===== config.mk =====
export PLATFORM = sky130hd
export DESIGN_NAME = rf_write_arbiter
export DESIGN_NICKNAME = d
export VERILOG_FILES = /design/src/rtl/rv32_pkg.sv /design/src/rtl/rf_wr_fifo.sv /design/src/rtl/rf_write_arbiter.sv
export SDC_FILE = /design/constraint.sdc
export NUM_CORES = 1
export LEC_CHECK = 0
export ABC_AREA = 1
export BUFFER_PORTS_ARGS = -buffer_cell sky130_fd_sc_hd__buf_2
export CAP_MARGIN = 0
export CORE_AREA = 2 2 147 149
export CTS_CLUSTER_SIZE = 20
export DETAILED_ROUTE_END_ITERATION = 7
export DIE_AREA = 0 0 149 151
export GPL_ROUTABILITY_DRIVEN = 0
export PLACE_DENSITY = 0.77
export SLEW_MARGIN = 20
export SYNTH_ARGS = -nofsm -noshare
export SYNTH_HDL_FRONTEND = slang
export SYNTH_SLANG_ARGS = --single-unit

===== constraint.sdc =====
create_clock -name clk -period 3.3 [get_ports clk]
set_input_delay 0.165 -clock clk [delete_from_list [all_inputs] [get_ports clk]]
set_output_delay 0.165 -clock clk [all_outputs]
set_load 0.03 [all_outputs]

===== src/rtl/rv32_pkg.sv =====
// Shared RV32 register-file constants and the write-request record used by the
// writeback path.
package rv32_pkg;

    localparam int XLEN = 32;
    localparam int AW   = 5;
    localparam int NREG = 32;

    typedef struct packed {
        logic [AW-1:0]   rd;
        logic [XLEN-1:0] data;
    } wb_req_t;

endpackage


===== src/rtl/rf_wr_fifo.sv =====
// Small synchronous FIFO buffering long-latency register writes until the
// register-file write port is free.
module rf_wr_fifo #(
    parameter int WIDTH = 37,
    parameter int DEPTH = 4
) (
    input  logic             clk,
    input  logic             rst,
    input  logic             push,
    input  logic             pop,
    input  logic [WIDTH-1:0] din,
    output logic [WIDTH-1:0] head,
    output logic             full,
    output logic             empty
);

    localparam int PW = $clog2(DEPTH);
    localparam int CW = PW + 1;

    logic [WIDTH-1:0] mem [DEPTH];
    logic [PW-1:0]    wr_ptr, rd_ptr;
    logic [CW-1:0]    count;
    logic             do_push, do_pop;

    assign full    = (count == CW'(DEPTH));
    assign empty   = (count == '0);
    assign do_push = push && !full;
    assign do_pop  = pop && !empty;
    assign head    = mem[rd_ptr];

    // DEPTH is a power of two, so the pointers wrap by natural overflow.
    always_ff @(posedge clk or posedge rst) begin
        if (rst) begin
            wr_ptr <= '0;
            rd_ptr <= '0;
            count  <= '0;
        end else begin
            if (do_push) wr_ptr <= wr_ptr + PW'(1);
            if (do_pop)  rd_ptr <= rd_ptr + PW'(1);
            count <= count + CW'(do_push) - CW'(do_pop);
        end
    end

    always_ff @(posedge clk) begin
        if (do_push) mem[wr_ptr] <= din;
    end

endmodule


===== src/rtl/rf_write_arbiter.sv =====
// Merges the in-order WB write and buffered long-latency results onto the single
// register-file write port, with anti-starvation drain and a busy scoreboard.
module rf_write_arbiter
    import rv32_pkg::*;
#(
    parameter int XLEN       = rv32_pkg::XLEN,
    parameter int AW         = rv32_pkg::AW,
    parameter int NREG       = rv32_pkg::NREG,
    parameter int FIFO_DEPTH = 4,
    parameter int STARVE_MAX = 4
) (
    input  logic            clk,
    input  logic            rst,
    input  logic            pipe_we,
    input  logic [AW-1:0]   pipe_rd,
    input  logic [XLEN-1:0] pipe_data,
    input  logic            lu_valid,
    output logic            lu_ready,
    input  logic [AW-1:0]   lu_rd,
    input  logic [XLEN-1:0] lu_data,
    input  logic            issue_valid,
    input  logic [AW-1:0]   issue_rd,
    output logic [NREG-1:0] busy_mask,
    output logic            stall_req,
    output logic            rf_we,
    output logic [AW-1:0]   rf_waddr,
    output logic [XLEN-1:0] rf_wdata,
    output logic            fifo_full,
    output logic            fifo_empty
);

    localparam int SW = $clog2(STARVE_MAX) + 1;
    localparam int EW = AW + XLEN;

    logic            push, pop, drain, wb_grant;
    logic [EW-1:0]   head;
    logic [AW-1:0]   head_rd;
    logic [XLEN-1:0] head_data;
    logic [SW-1:0]   starve_cnt, starve_nxt;
    logic [NREG-1:0] busy_nxt;

    rf_wr_fifo #(.WIDTH(EW), .DEPTH(FIFO_DEPTH)) u_fifo (
        .clk   (clk),
        .rst   (rst),
        .push  (push),
        .pop   (pop),
        .din   ({lu_rd, lu_data}),
        .head  (head),
        .full  (fifo_full),
        .empty (fifo_empty)
    );

    assign {head_rd, head_data} = head;
    assign lu_ready = !fifo_full;
    // x0 results still handshake but never occupy a FIFO slot.
    assign push     = lu_valid && lu_ready && (lu_rd != '0);
    assign drain    = stall_req && !fifo_empty;
    assign wb_grant = pipe_we && (pipe_rd != '0) && !drain;
    assign pop      = !fifo_empty && !wb_grant;

    always_comb begin
        starve_nxt = starve_cnt;
        if (pop || fifo_empty)
            starve_nxt = '0;
        else if (wb_grant)
            starve_nxt = starve_cnt + SW'(1);
    end

    // A new issue to the same register outranks the retiring write.
    always_comb begin
        busy_nxt = busy_mask;
        if (pop)
            busy_nxt[head_rd] = 1'b0;
        if (issue_valid && (issue_rd != '0))
            busy_nxt[issue_rd] = 1'b1;
        busy_nxt[0] = 1'b0;
    end

    always_ff @(posedge clk or posedge rst) begin
        if (rst) begin
            rf_we      <= 1'b0;
            rf_waddr   <= '0;
            rf_wdata   <= '0;
            stall_req  <= 1'b0;
            starve_cnt <= '0;
            busy_mask  <= '0;
        end else begin
            rf_we <= wb_grant || pop;
            if (wb_grant) begin
                rf_waddr <= pipe_rd;
                rf_wdata <= pipe_data;
            end else if (pop) begin
                rf_waddr <= head_rd;
                rf_wdata <= head_data;
            end
            stall_req  <= (starve_nxt == SW'(STARVE_MAX - 1));
            starve_cnt <= starve_nxt;
            busy_mask  <= busy_nxt;
        end
    end

endmodule


==> reports/qor.txt, run 1 <==
PD cells - 931 nW/µm²
Initial DRC Count - 479
Tot GR Track Use - 0.200
Clk pin slew, worst setup/hold paths - 0.06 ns
setup TNS - 0 ns
critical path type - flip-flop to flip-flop
CP max FO - 34
CTS buffer count - 24
syn nets - 955
Num Clock Sinks - 228
maxcap violations - 0
deepest clock path buffer count - 3
clock period minus worst slack - 2.38 ns
Worst-Skew Late Latency - 0.51 ns
# setup viols final - 0
Post-Synth Adder-Cell Area - 0.0116
CP required - 3.70 ns
Layout area overhead - 28.8%
Reg2Reg Depth - 12
met1 wire length - 8850 µm
drt wl/cell - 16.0 µm
Synth Cell Area - 9290 µm²
Core Footprint - 20800 µm²
startpoint types - flip-flop
Pre-Repair DR Iteration Count - 7
I/O Buffers - 156
post-synthesis mux area share - 0
metal2 WL - 11400 µm
Levels on crit path - 12
CP max-delay cell - fa_1
routed vias/inst - 5.07
final clock skew - 0.0126 ns
Cells after Synth - 863
final number of max-transition violations - 0
xor/xnor share of the synthesized area - 0.00283
grt ovf - 0
Post-route DRC - 0
Post-Layout Inst Area - 12000 µm²
buffers and inverters on the worst path - 4
post-DP HPWL - 13600 µm
setup repair bufs after CTS - 0
Starting Density - 0.446
vias after detailed routing - 7075
Slew HR - 0.264
placed cell areas - 10400 µm²
final cell count without fillers - 1395
Hold WC Path Type - input port to flip-flop
DIE AREA - 22500 µm²
WHS Path Cells - 4
largest net degree at the start of global routing - 49
CP dominant cell by count - inv_1
Antenna diodes - 0
initial antenna violation count - 0
post-synthesis cell type count - 26
RSZ-0062 raised after global routing - false
flops & latches, synth - 228
H-tree Lvls - 1
TritonCTS clock tree - done
hold_ws - 0.0727 ns
Achievable Freq - 421 MHz
Crit. End Element - flip-flop
crit-path cells - inv_1 -> nand3_2 -> nand2_1 -> nand3_1 -> nand2_1 -> inv_1 -> buf_4 -> ha_1 -> inv_1 -> ha_1 -> fa_1 -> xnor2_1
max layer used - met4
Pleak - 5.07 nW
Post-DRT Antenna Nets - 0
Syn Area/Cell - 10.8 µm²
Post-CTS Resized - 0
Die Height - 151 µm
Synth Area in Compound Gates - 0.0610
Worst Path Arrival - 2.78 ns
simple-gate share of the synthesized area - 0.196
met3 wire length - 1400 µm
root buf cell - clkbuf_16
crit-path leading delay family - adder cells
Total Power - 11.1 mW
Final Hold Vio Count - 0
number of fill cells - 1686
crit share post-route - 0.721
DIE WIDTH - 149 µm
post-synthesis sequential area ratio - 0.694
Rows - 53
Tightest Pin Transition - 1.10 ns
Peak VDD IR - 0.543 mV
Cells after DPL - 1271
Syn. warnings - 0
CP max stage delay - 0.39 ns
status - complete, no violations
largest family of logic cells by synthesized area - simple AND/OR/NAND/NOR gates
Ports - 158
vias in the first global route - 7056
share of post-route cells with drive strength above 1 - 0.204
wire length of the first global-routing pass - 35300 µm
Post-Route WL - 22400 µm
nets - 1194
-- path summary, 6_finish.rpt --
kind | startpoint | endpoint | slack [ns]
max in group asynchronous | rst | rf_waddr[1]$_DFFE_PP0P_ | 2.28
max | u_fifo.count[1]$_DFF_PP0_ | u_fifo.count[2]$_DFF_PP0_ | 0.92
max reg2reg | u_fifo.count[1]$_DFF_PP0_ | u_fifo.count[2]$_DFF_PP0_ | 0.92
min | issue_rd[0] | busy_mask[8]$_DFF_PP0_ | 0.07
min reg2reg | busy_mask[27]$_DFF_PP0_ | busy_mask[27]$_DFF_PP0_ | 0.46
min in group asynchronous | rst | rf_wdata[22]$_DFFE_PP0P_ | 0.34
-- sequential cells by signal (all words and copies together) (netlist names) --
name and count:
u_fifo.mem 148, stall_req 1, starve_cnt 3, u_fifo.count 3
rf_we 1, busy_mask 31, rf_wdata 32, u_fifo.rd_ptr 2
u_fifo.wr_ptr 2, rf_waddr 5
-- report_power, final --
group / switching, mW / internal (mW) / total (mW)
Combinational: 3.01 / 1.19 / 4.19
Sequential: 0.395 / 3.93 / 4.32
Clock: 1.05 / 1.56 / 2.61
Total: 4.45 / 6.68 / 11.1
-- per-layer routing --
metal | vias to the layer above | global-route usage
li1 | 3379 | -
met1 | 3368 | 0.244
met2 | 273 | 0.351
met3 | 55 | 0.0331
met4 | 0 | 0.0905
met5 | - | 0
-- placed cells by master (no fill, tap or decap), types with 23 or more instances in the layout --
master,count
nand2_1,317
buf_2,156
edfxtp_1,148
o21ai_0,57
o22ai_1,23
dfrtp_1,79
inv_1,30
clkbuf_16,25
nand3_1,43
nor2_1,58
dlygate4sd3_1,80
-- per-stage QoR --
step	setup slack, ns	utilization
after floorplan	0.415	-
after global placement	0.988	0.498
after detailed placement	0.911	0.498
after CTS	0.905	0.574
after global routing	0.729	0.574
final	0.922	0.574
-- layout make-up --
class	instances	area (µm²)	area share
Tap cell	275	344	0.0288
Timing Repair Buffer	249	1700	0.142
Sequential cell	228	6450	0.539
Inverter	34	129	0.0108
Clock buffer	39	758	0.0634
Clock inverter	5	23.8	0.00199
Multi-Input combinational cell	565	2550	0.213
-- tightest hold or removal path: cells and delay by family --
kind / cells / cell delay (ns)
simple gates: 3 / 0.28
buf+inv: 1 / 0.10
-- synthesized netlist by cell type (all sizes together) --
cell type	n	area (µm²)
nor2	73	327
nor3	13	65.1
xnor2	2	17.5
o21ai	59	295
xor2	1	8.76
ha	7	87.6
nand3	44	225
dfrtp	80	2000
nand2	318	1200
buf	23	141
conb	1	3.75
clkbuf	13	48.8
edfxtp	148	4440
fa	1	20.0
o22ai	23	144
a21oi	18	90.1
inv	34	128
o211ai	5	37.5
-- what timing repair did --
action / in CTS / in global routing
setup endpoints to repair: 0 / 0
hold buffers: 80 / 0
hold endpoints to repair: 234 / 0
-- logic make-up (layout without fill, tap and decap cells) --
| kind of cell | Yosys count | count (layout) |
|---|---|---|
| xor+xnor | 3 | 3 |
| simple gates | 448 | 448 |
| fa+ha+maj | 8 | 8 |
| other cells | 1 | 1 |
| flops | 228 | 228 |
| compound gates | 105 | 105 |
| buf+inv | 70 | 327 |
(Power assumes the default switching activity.)
==> run 2, diff against run 1 <==
clock period = 2.4 ns   (was 3.3 ns; I/O delays follow)
==> run 2 against run 1 <==
Fmax rose by 14%. Die area did not move. Core utilization rose by 0.50 points. Hold slack got worse by 0.040 ns. Combinational power rose by 42%. Critical path depth fell by 1. Final cell count rose by 0.57%. Sequential share of layout area fell by 0.47 points. Non-clock buffer count rose by 8. Global-route usage rose by 0.14 points. Critical endpoint unchanged. Largest power group is now combinational logic.
==> reports/qor.txt, run 2 (synthesized netlist as in run 1, its figures left out) <==
met1 wire length - 8980 µm (+1.5%)
PD cells - 1280 nW/µm² (+38%)
TritonCTS clock tree - done
Cells after DPL - 1279 (+0.63%)
Rows - 53 (unchanged)
most frequent cells in the layout - nand2_1 (317), buf_2 (156), edfxtp_1 (148), dlygate4sd3_1 (80), dfrtp_1 (79)
final clock skew - 0.0135 ns (+0.000905 ns)
largest net degree at the start of global routing - 53 (+8.2%)
startpoint types - flip-flop
Slew HR - 0.411 (+0.148)
Multi-input gate area - 2550 µm² (unchanged)
Seq pwr share - 0.380 (-0.009)
CTS buffer count - 24 (unchanged)
crit-path cells - inv_1 -> nand3_2 -> nand2_1 -> nand3_1 -> nand2_1 -> inv_1 -> ha_1 -> inv_1 -> ha_1 -> fa_1 -> xnor2_1
Post-Layout Inst Area - 12100 µm² (+0.88%)
met3 wire length - 1560 µm (+11%)
Regs by FF count - u_fifo.mem x148, rf_wdata x32, busy_mask x31
critical path type - flip-flop to flip-flop
Worst Path Arrival - 2.48 ns (-0.30 ns)
placed cell areas - 10500 µm² (+0.94%)
final cell count without fillers - 1403 (+0.57%)
Ports - 158 (unchanged)
Post-route DRC - 0 (unchanged)
P_int - 9.26 mW (+39%)
Pre-Repair DR Iteration Count - 5 (-2)
crit-path leading delay family - adder cells
vias in the first global route - 7176 (+1.7%)
Antenna diodes - 0 (unchanged)
switching power - 6.21 mW (+40%)
Post-Route WL - 22600 µm (+0.90%)
hold_ws - 0.0330 ns (-0.0398 ns)
Tot GR Track Use - 0.201 (+0.00142)
Peak VDD IR - 0.609 mV (+12%)
hold wc startpoint - issue_rd[1]
Starting Density - 0.446 (unchanged)
final number of max-transition violations - 0 (unchanged)
number of fill cells - 1668 (-1.1%)
DIE AREA - 22500 µm² (unchanged)
Clk pin slew, worst setup/hold paths - 0.06 ns (about the same)
post-DP HPWL - 13500 µm (-0.26%)
setup repair bufs after CTS - 0 (unchanged)
CP required - 2.79 ns (-0.91 ns)
Achievable Freq - 480 MHz (+14%)
crit share post-route - 0.868 (+0.147)
Clock power frac - 0.234 (about the same)
Initial DRC Count - 520 (+8.6%)
Largest register FFs - 148 (unchanged)
Register Area - 6450 µm² (unchanged)
nets - 1202 (+0.67%)
Tightest Pin Transition - 0.876 ns (-0.220 ns)
H-tree Lvls - 1 (unchanged)
status - complete, no violations
clock period minus worst slack - 2.08 ns (-0.295 ns)
Num Clock Sinks - 228 (unchanged)
max layer used - met4
share of post-route cells with drive strength above 1 - 0.212 (+0.00831)
root buf cell - clkbuf_16
Final Hold Vio Count - 0 (unchanged)
RSZ-0062 raised after global routing - false
deepest clock path buffer count - 3 (unchanged)
Crit. End Element - flip-flop
Worst-Skew Late Latency - 0.52 ns (about the same)
r2r startpoint - u_fifo.count[1]$_DFF_PP0_
routed vias/inst - 5.10 (+0.62%)
Gate power share - 0.386 (+0.009)
Layout area overhead - 29.9%
Post-DRT Antenna Nets - 0 (unchanged)
Die Height - 151 µm (unchanged)
maxcap violations - 0 (unchanged)
commonest non-fill, non-tap cell in the layout - nand2_1
metal2 WL - 11300 µm (-0.41%)
final core occ - 0.579 (+0.00505)
Core Footprint - 20800 µm² (unchanged)
wire length of the first global-routing pass - 35500 µm (+0.66%)
drt wl/cell - 16.1 µm (+0.32%)
CP max FO - 4 (-88%)
grt ovf - 0 (unchanged)
initial antenna violation count - 0 (unchanged)
CP dominant cell by count - inv_1
CP startpoint - u_fifo.count[1]$_DFF_PP0_
Pleak - 5.12 nW (+0.84%)
Top reg by flops - u_fifo.mem
# setup viols final - 0 (unchanged)
CP max stage delay - 0.38 ns (about the same)
Hold WC Path Type - input port to flip-flop
I/O Buffers - 156 (unchanged)
CP max-delay cell - dfrtp_1
DIE WIDTH - 149 µm (unchanged)
Net Sw Frac - 0.402 (+0.00169)
vias after detailed routing - 7160 (+1.2%)
buffers and inverters on the worst path - 3 (-1)
run 2: layout make-up:
type | count | area share
tap | 275 | 0.0285
sequential | 228 | 0.534
multi-input combinational | 565 | 0.212
inverter | 34 | 0.0107
timing repair buffer | 257 | 0.149
clock buffer | 28 | 0.0527
clock inverter | 16 | 0.0128
run 2: worst reg2reg max path: cells and delay by family, from the launching register on:
kind | cells | cell delay, ns
simple gates | 4 | 0.39
flops | 1 | 0.38
fa+ha+maj | 3 | 0.82
buf+inv | 3 | 0.24
xor+xnor | 1 | 0.13
run 2: through the flow:
stage               power [mW]  worst slack (ns)  setup TNS, ns
floorplan                 9.94            -0.485         -71.80
global placement          11.6             0.391              0
detailed placement        11.8             0.312              0
CTS                       15.5             0.301              0
global route              16.4             0.196              0
finish                    15.5             0.317              0
run 2: layer usage:
metal / track usage / up-vias
li1: - / 3400
met1: 0.248 / 3414
met2: 0.349 / 286
met3: 0.0349 / 60
met4: 0.0914 / 0
met5: 0 / -
run 2: timing repair:
| item | 4_1_cts | 5_1_grt |
|---|---|---|
| hold buffers | 80 | 0 |
| hold endpoints to repair | 241 | 0 |
| gates resized for setup | 0 | 0 |
run 2: final timing paths:
check / endpoint / slack, ns / cells after the start
worst max-delay path: u_fifo.count[2]$_DFF_PP0_ / 0.32 / 11
min in group asynchronous: rf_wdata[17]$_DFFE_PP0P_ / 0.24 / 3
worst min register to register: starve_cnt[0]$_DFF_PP0_ / 0.47 / 1
worst max register to register: u_fifo.count[2]$_DFF_PP0_ / 0.32 / 11
max in group asynchronous: u_fifo.rd_ptr[0]$_DFFE_PP0P_ / 1.45 / 4
worst min-delay path: busy_mask[8]$_DFF_PP0_ / 0.03 / 4
run 2: power by group through the flow:
stage	sequential (mW)	combinational [mW]	clock (mW)
after CTS	5.87	5.99	3.68
after global placement	5.91	5.72	0
after floorplan	7.08	2.86	0
final	5.88	5.97	3.62
after detailed placement	5.93	5.87	0
after global routing	5.98	6.55	3.85
==> run 3, diff against run 2 <==
PLACE_DENSITY = 0.79   (was 0.77)
clock period = 1.7 ns   (was 2.4 ns; I/O delays follow)
==> run 3 against run 2 <==
The flow now finishes with violations (negative setup slack). Clock skew rose by 0.0047 ns. First-iteration DRC count rose by 24%. Die area did not move. Final cell count rose by 3.5%. Largest cell class unchanged. Combinational power rose by 67%. Wire length rose by 11%. Via count rose by 3.5%.
==> reports/qor.txt, run 3 (synthesized netlist as in run 1, its figures left out) <==
H-tree Lvls - 1 (unchanged)
buffers and inverters on the worst path - 3 (unchanged)
Achievable Freq - 539 MHz (+12%)
Multi-input gate area - 2660 µm² (+4.0%)
largest net degree at the start of global routing - 55 (+3.8%)
CP dominant cell by count - inv_2
# setup viols final - 106 (+106)
Ports - 158 (unchanged)
startpoint types - flip-flop
CP Capture Point - u_fifo.count[1]$_DFF_PP0_
Rows - 53 (unchanged)
Final Hold Vio Count - 0 (unchanged)
drt wl/cell - 17.3 µm (+7.6%)
worst reg2reg setup slack - -0.15 ns (-0.47 ns)
Slew HR - 0.625 (+0.213)
CP required - 2.14 ns (-0.65 ns)
Pre-Repair DR Iteration Count - 5 (unchanged)
PD cells - 1810 nW/µm² (+41%)
setup TNS - -3.92 ns (-3.92 ns)
TritonCTS clock tree - done
Reg2Reg Depth - 10 (-1)
Clock power frac - 0.213 (-0.021)
crit-path leading delay family - adder cells
Register Area - 6450 µm² (unchanged)
Hold WC Path Type - input port to flip-flop
vias in the first global route - 7342 (+2.3%)
Die Height - 151 µm (unchanged)
PnR worst setup slack - -0.155 ns (-0.471 ns)
routed vias/inst - 5.11 (about the same)
GRT busiest layer - met2
Levels on crit path - 10 (-1)
critical path type - flip-flop to flip-flop
number of fill cells - 1587 (-4.9%)
final clock skew - 0.0182 ns (+0.00472 ns)
CP max-delay cell - fa_2
Seq pwr share - 0.358 (-0.022)
Worst-Skew Late Latency - 0.52 ns (about the same)
Crit. End Element - flip-flop
DIE AREA - 22500 µm² (unchanged)
r2r startpoint - u_fifo.count[1]$_DFF_PP0_
post-DP HPWL - 14600 µm (+8.2%)
Top reg by flops - u_fifo.mem
switching power - 9.28 mW (+49%)
Core Footprint - 20800 µm² (unchanged)
DIE WIDTH - 149 µm (unchanged)
Layout area overhead - 38.6%
RSZ-0062 raised after global routing - true
nets - 1248 (+3.8%)
clock period minus worst slack - 1.85 ns (-0.229 ns)
Regs by FF count - u_fifo.mem x148, rf_wdata x32, busy_mask x31
Pleak - 5.44 nW (+6.4%)
Post-Route WL - 25100 µm (+11%)
crit share post-route - 1.09 (+0.223)
met3 Track Usage GR - 0.0310 (-0.00392)
vias after detailed routing - 7414 (+3.5%)
failing checks - negative setup slack
CTS buffer count - 24 (unchanged)
Net Sw Frac - 0.399 (-0.00225)
crit-path cells - inv_2 -> nand3_4 -> nand2_2 -> nand3_2 -> nand2_2 -> inv_2 -> ha_4 -> inv_2 -> ha_4 -> fa_2
Largest register FFs - 148 (unchanged)
share of post-route cells with drive strength above 1 - 0.252 (+0.0403)
status - finished, violations left
initial antenna violation count - 1 (+1)
Peak VDD IR - 1.07 mV (+75%)
Post-route DRC - 0 (unchanged)
R2R Path End - u_fifo.count[1]$_DFF_PP0_
final number of max-transition violations - 0 (unchanged)
maxcap violations - 0 (unchanged)
Clk pin slew, worst setup/hold paths - 0.05 ns (about the same)
M2 GR Usage - 0.357 (+0.00783)
I/O Buffers - 156 (unchanged)
Post-DRT Antenna Nets - 0 (unchanged)
Gate power share - 0.429 (+0.043)
CP startpoint - u_fifo.count[1]$_DFF_PP0_
Tightest Pin Transition - 0.559 ns (-0.317 ns)
M1 GR Usage - 0.258 (+0.0102)
CP max FO - 2 (-2)
commonest non-fill, non-tap cell in the layout - nand2_1
Initial DRC Count - 645 (+24%)
Starting Density - 0.446 (unchanged)
root buf cell - clkbuf_16
Worst Path Arrival - 2.30 ns (-0.18 ns)
deepest clock path buffer count - 3 (unchanged)
dpl ws - -0.147 ns (-0.459 ns)
Tot GR Track Use - 0.204 (+0.00253)
Num Clock Sinks - 228 (unchanged)
grt ovf - 0 (unchanged)
most frequent cells in the layout - nand2_1 (310), buf_2 (154), edfxtp_1 (148), dfrtp_1 (79), dlygate4sd3_1 (79)
wire length of the first global-routing pass - 36400 µm (+2.5%)
P_int - 14.0 mW (+51%)
CP max stage delay - 0.52 ns (+0.14 ns)
==> run 3: cell count changes in the layout (fill, tap and decap cells not counted), moves of 4 or more <==
cell,delta
buf_4,+19
inv_1,-6
clkbuf_1,+8
buf_6,+6
nand2_1,-7
nand2_2,+6
buf_12,+12
nor2_4,+6
nor2_2,-4
clkbuf_16,+11
clkinv_2,-6
==> run 3: what timing repair did <==
item	in CTS	in global routing
hold buffers	79	0
gates cloned	0	14
setup buffers	2	8
pin swaps	2	6
gates resized for setup	6	29
setup endpoints to repair	6	118
endpoints found under the hold margin	289	0
==> run 3: per-stage QoR <==
stage	hold WS, ns	instances	instance area (µm²)	total power [mW]	util
2_1_floorplan	0.184	863	9370	14.2	-
3_3_place_gp	0.0787	1302	10800	16.8	0.517
3_5_place_dp	0.0768	1302	10800	17.1	0.517
4_1_cts	0.00862	1427	12300	22.3	0.592
5_1_grt	0.0262	1450	12900	24.5	0.618
6_report	0.0269	1452	12900	23.2	0.618
==> run 3: area by class of cell <==
cell class | count | area share
Timing Repair Buffer | 303 | 0.196
Antenna cell | 3 | 0.000583
Clock buffer | 37 | 0.0528
Tap cell | 275 | 0.0267
Multi-Input combinational cell | 565 | 0.206
Sequential cell | 228 | 0.501
Clock inverter | 7 | 0.00515
Inverter | 34 | 0.0115
==> run 3: worst min-delay path by stage <==
stage                     start                         end  slack (ns)  cells past startpoint
finish              issue_rd[0]      busy_mask[8]$_DFF_PP0_        0.03                      5
global route        issue_rd[1]      busy_mask[8]$_DFF_PP0_        0.03                      5
CTS                 issue_rd[0]      busy_mask[4]$_DFF_PP0_       0.009                      5
detailed placement          rst    rf_wdata[17]$_DFFE_PP0P_        0.08                      2
global placement            rst    rf_wdata[17]$_DFFE_PP0P_        0.08                      2
floorplan            lu_data[0]  u_fifo.mem[0][0]$_DFFE_PP_        0.18                      0
==> run 3: layer usage <==
metal,part of all wire,up-vias
met5,0,-
met4,0.026,0
met2,0.51,302
met3,0.065,50
met1,0.40,3561
li1,-,3501
==> run 3: power by group through the flow <==
stage	clock network (mW)	logic, mW	registers [mW]
after floorplan	0	4.19	9.96
after global placement	0	8.48	8.35
after detailed placement	0	8.73	8.39
after CTS	5.01	8.95	8.30
after global routing	5.26	10.8	8.48
final	4.95	9.97	8.33
==> run 3: tightest hold or removal path: stages <==
cell	delay [ns]
buf_2	0.10
nor3_1	0.05
buf_4	0.16
nand2_1	0.06
nand2_1	0.04
